**config.mk**
```make
export PLATFORM = sky130hd
export DESIGN_NAME = inst_fetch
export DESIGN_NICKNAME = d
export VERILOG_FILES = /design/src/rtl/inst_fetch_pkg.sv /design/src/rtl/inst_fetch_pc_reg.sv /design/src/rtl/inst_fetch.sv
export SDC_FILE = /design/constraint.sdc
export NUM_CORES = 1
export LEC_CHECK = 0
export CAP_MARGIN = 20
export CORE_MARGIN = 2
export CORE_UTILIZATION = 41
export CTS_CLUSTER_DIAMETER = 100
export CTS_CLUSTER_SIZE = 8
export DETAILED_ROUTE_END_ITERATION = 16
export PLACE_DENSITY = 0.87
export SYNTH_ARGS = -nofsm -noshare
export SYNTH_HDL_FRONTEND = slang
export SYNTH_SLANG_ARGS = --single-unit
export TNS_END_PERCENT = 20
```
**constraint.sdc**
```tcl
create_clock -name clk -period 2.3 [get_ports clk]
set_clock_uncertainty 0.2 [all_clocks]
set_input_delay 0.345 -clock clk [delete_from_list [all_inputs] [get_ports clk]]
set_output_delay 0.345 -clock clk [all_outputs]
set_load 0.02 [all_outputs]
```
**src/rtl/inst_fetch_pkg.sv**
```systemverilog
// inst_fetch_pkg: shared fetch-unit types, reset PC, NOP encoding and alignment helper
package inst_fetch_pkg;
  typedef enum logic [1:0] {S_REQ, S_WAIT, S_HOLD, S_FAULT} state_t;
  localparam logic [31:0] DEFAULT_RESET_PC = 32'h0000_0000;
  localparam logic [31:0] NOP = 32'h0000_0013;
  function automatic logic [31:0] word_align(input logic [31:0] a);
    return a & ~32'h3;
  endfunction
endpackage

```
**src/rtl/inst_fetch_pc_reg.sv**
```systemverilog
// inst_fetch_pc_reg: 32-bit PC register with sync reset and load enable
module inst_fetch_pc_reg #(
  parameter logic [31:0] RESET_VAL = 32'h0000_0000
) (
  input  logic        clk,
  input  logic        rst,
  input  logic        ld,
  input  logic [31:0] d,
  output logic [31:0] q
);
  // PC only moves when the owner asserts ld
  always_ff @(posedge clk)
    if (rst) q <= RESET_VAL;
    else if (ld) q <= d;
endmodule

```
**src/rtl/inst_fetch.sv**
```systemverilog
// inst_fetch: single-outstanding request/response fetch with valid/ready hand-off to decode (optional IFETCH_MISALIGN_CHECK_EN)
module inst_fetch
  import inst_fetch_pkg::*;
#(
  parameter logic [31:0] RESET_PC = DEFAULT_RESET_PC
) (
  input  logic        clk,
  input  logic        rst,
  output logic [31:0] PC,
  input  logic [31:0] NPC,
  output logic        imem_req,
  output logic [31:0] imem_addr,
  input  logic        imem_gnt,
  input  logic        imem_rvalid,
  input  logic [31:0] imem_rdata,
  output logic        inst_valid,
  output logic [31:0] inst,
  output logic [31:0] inst_pc,
  input  logic        inst_ready,
  output logic        fetch_fault
);
  state_t state, state_d, hold_next;
  logic accept;
  logic [31:0] pc_d;
  assign accept = state == S_HOLD && inst_ready;
  assign imem_addr = PC;
  assign imem_req = state == S_REQ && !rst;
  assign inst_valid = state == S_HOLD;
  inst_fetch_pc_reg #(.RESET_VAL(RESET_PC)) u_pc (
    .clk(clk),
    .rst(rst),
    .ld(accept),
    .d(pc_d),
    .q(PC)
  );
`ifdef IFETCH_MISALIGN_CHECK_EN
  logic misalign;
  assign misalign = |NPC[1:0];
  assign pc_d = NPC;
  assign hold_next = misalign ? S_FAULT : S_REQ;
  // sticky fault, cleared only by reset
  always_ff @(posedge clk)
    if (rst) fetch_fault <= 1'b0;
    else if (accept && misalign) fetch_fault <= 1'b1;
`else
  assign pc_d = word_align(NPC);
  assign hold_next = S_REQ;
  assign fetch_fault = 1'b0;
`endif
  // state register
  always_ff @(posedge clk)
    if (rst) state <= S_REQ;
    else state <= state_d;
  // next state: REQ waits for gnt, WAIT for rvalid, HOLD for decode accept, FAULT is terminal
  always_comb begin
    state_d = state;
    state_d = state == S_REQ  ? (imem_gnt    ? S_WAIT    : S_REQ)
            : state == S_WAIT ? (imem_rvalid ? S_HOLD    : S_WAIT)
            : state == S_HOLD ? (inst_ready  ? hold_next : S_HOLD)
            : S_FAULT;
  end
  // instruction buffer: captured only on the response to our own request
  always_ff @(posedge clk)
    if (rst) begin
      inst <= NOP;
      inst_pc <= RESET_PC;
    end else if (state == S_WAIT && imem_rvalid) begin
      inst <= imem_rdata;
      inst_pc <= PC;
    end
endmodule
```
==> impl_metrics.csv <==
group,metric,value,unit
place,dp_hpwl,6910,µm
worst_setup_path,worstPathArrival,1.64,ns
worst_setup_path,cp-start-kind,"register",
die,initial_core_util,0.418,
cells_and_area,final_nets,670,
timing,tns,0,ns
routing,drt-vias-per-instance,4.76,
cells_and_area,final_cell_mix,"clkdlybuf4s50_1, nand2_1, dfxtp_1",
timing,finalMaxSlewViolations,0,
global_routing,grt_pass1_vias,3225,
timing,setup_viol,0,
global_routing,antenna_found_initial,0,
timing,rsz0062_at_grt,"no",
timing,relSlewSlack,0.339,
status,status,"completed",
cells_and_area,drive_above_1_share,0.0462,
worst_setup_path,timing.rr.end,"inst[22]$_SDFFE_PP0P_",
place,place_inst,698,
logic_synthesis,ys_ff_latch,94,
clocking,cts_buffer_depth,2,
pwr,power_density,587,nW/µm²
logic_synthesis,netlist_area,3610,µm²
clocking,cts.sinks,94,
clocking,clk_pin_slew,0.08,ns
hold_path,hold_depth,2,
die,row_count,34,
die,die_w,97.8,µm
timing,fin_crit,2.18,ns
hold_path,hp-start,"inst_pc[19]$_SDFFE_PP0P_",
worst_setup_path,critPathSlowestCell,"clkdlybuf4s50_1",
cells_and_area,antenna_cells,0,
logic_synthesis,syn_area_per_cell,7.94,µm²
logic_synthesis,ys_warn_count,0,
clocking,cts_resized,0,
worst_setup_path,reg2reg_depth,4,
global_routing,grt_pass1_wl,15400,µm
die,coreArea,8640,µm²
global_routing,grt_overflow,0,
clocking,root_buffer,"clkbuf_8",
die,die_h,97.8,µm
clocking,hold_buffers,0,
routing,dr.first_iter.drc_count,143,
global_routing,grt_usage,0.198,
place,port_buffers,190,
hold_path,hold_end,"inst_pc[19]$_SDFFE_PP0P_",
worst_setup_path,crit_required,1.75,ns
worst_setup_path,end_kind,"output pin",
hold_path,hold_path_class,"register to register",
routing,ant_nets,0,
timing,fmax,458,MHz
logic_synthesis,synth_cell_type_count,17,
worst_setup_path,slowest_delay,0.67,ns
timing,period_share,0.949,
place,place_congestion,0.745,
cells_and_area,nFillCells,734,
cells_and_area,final_common_cell,"clkdlybuf4s50_1",
pwr,vdd_drop_max,0.000404,V
cells_and_area,instances_no_fill,714,
routing,detail_route.wl_per_cell,13.5,µm
timing,tightest_slew,0.991,ns
logic_synthesis,netlist_instances,454,
logic_synthesis,yosysSeqAreaShare,0.522,
worst_setup_path,critPathMaxFanout,9,
clocking,clock_latency,0.34,ns
worst_setup_path,reg2reg_slack,0.75,ns
pwr,p_leak,0.00189,µW
global_routing,grt_max_degree,98,
routing,drc,0,
clocking,cts_buffers,9,
worst_setup_path,critical_path.cell_chain,"nor3_1, clkdlybuf4s50_1",
die,io_pins,200,
routing,vias,3399,
worst_setup_path,r2r_start,"state[1]$_SDFF_PP0_",
timing,final-hold-violation-count,0,
routing,wirelength,9650,µm
routing,first_pass_iters,4,
worst_setup_path,path_class,"register to output pin",
cells_and_area,area_growth,52.6,%
clocking,cts_setup_buffers,0,
clocking,tritoncts,"built",
die,design.die.area,9560,µm²
clocking,h-tree-depth,3,
run,drv_cap,0,
==> cell usage after synthesis <==
| library cell | count | share of area |
|---|---|---|
| conb_1 | 1 | 0.0010 |
| inv_1 | 1 | 0.0010 |
| o21ai_0 | 2 | 0.0028 |
| clkbuf_1 | 10 | 0.010 |
| nand2b_1 | 1 | 0.0017 |
| buf_4 | 38 | 0.079 |
| nand3b_1 | 1 | 0.0021 |
| nand2_1 | 179 | 0.19 |
| nor3_1 | 7 | 0.0097 |
| nor2b_1 | 1 | 0.0017 |
| and3b_1 | 2 | 0.0049 |
| dfxtp_1 | 94 | 0.52 |
| nor2_1 | 4 | 0.0042 |
| a21oi_1 | 91 | 0.13 |
| buf_2 | 14 | 0.019 |
| buf_6 | 7 | 0.022 |
| nand3b_4 | 1 | 0.0056 |
==> state kept, by name, indices dropped and copies added, names as in the netlist <==
signal and count:
inst 32, inst_pc 30, u_pc.q 30, state 2
==> worst max path at each step <==
stage | from | end | slack (ns) | cells after the start
after floorplan | rst | imem_req | 0.65 | 3
after global placement | imem_rvalid | inst_pc[20]$_SDFFE_PP0P_ | 0.46 | 5
after detailed placement | imem_rvalid | inst_pc[17]$_SDFFE_PP0P_ | 0.38 | 5
after CTS | state[1]$_SDFF_PP0_ | inst_valid | 0.08 | 2
after global routing | state[0]$_SDFF_PP0_ | imem_req | 0.05 | 2
final | state[0]$_SDFF_PP0_ | imem_req | 0.12 | 2
==> area by class of cell <==
cell class	instances	area [µm²]	area share
multi-input combinational	296	1270	0.231
sequential	94	1880	0.342
clock inverter	4	53.8	0.00977
inverter	1	3.75	0.000682
timing repair buffer	199	1990	0.362
tap	108	135	0.0246
clock buffer	12	165	0.0300
==> where the power goes <==
part,total (µW),internal (µW),switching (µW)
Combinational,398,205,193
Sequential,1690,1660,25.9
Clock,1150,594,553
Total,3230,2460,772
==> logic make-up (layout without fill, tap and decap cells) <==
family,Yosys count,in the layout,synth area share
AND/OR/NAND/NOR,196,196,0.216
flip-flops,94,94,0.522
AO/OA/AOI/OAI,93,93,0.129
buffers and inverters,70,216,0.132
other,1,7,0.00104
==> per-layer routing <==
metal | part of all wire | global-route usage | wire length (µm)
met4 | 0.016 | 0.0694 | 155
met2 | 0.50 | 0.351 | 4830
met3 | 0.065 | 0.0573 | 631
met5 | 0 | 0 | 0
met1 | 0.42 | 0.227 | 4030
==> stage by stage <==
step	util	cell area (µm²)	hold WS (ns)	total power (µW)	setup slack, ns
floorplan	-	3630	0.272	1920	0.648
global placement	0.612	5280	0.242	2120	0.462
detailed placement	0.612	5280	0.246	2120	0.384
CTS	0.637	5500	0.260	3270	0.0826
global route	0.637	5500	0.278	3360	0.0526
finish	0.637	5500	0.256	3230	0.118
==> critical path, delay by kind of cell, from the launching register on <==
kind	cells	cell delay, ns
buf+inv	1	0.67
flops	1	0.40
simple gates	1	0.23
Note: power is estimated with default switching activity, not from simulation.
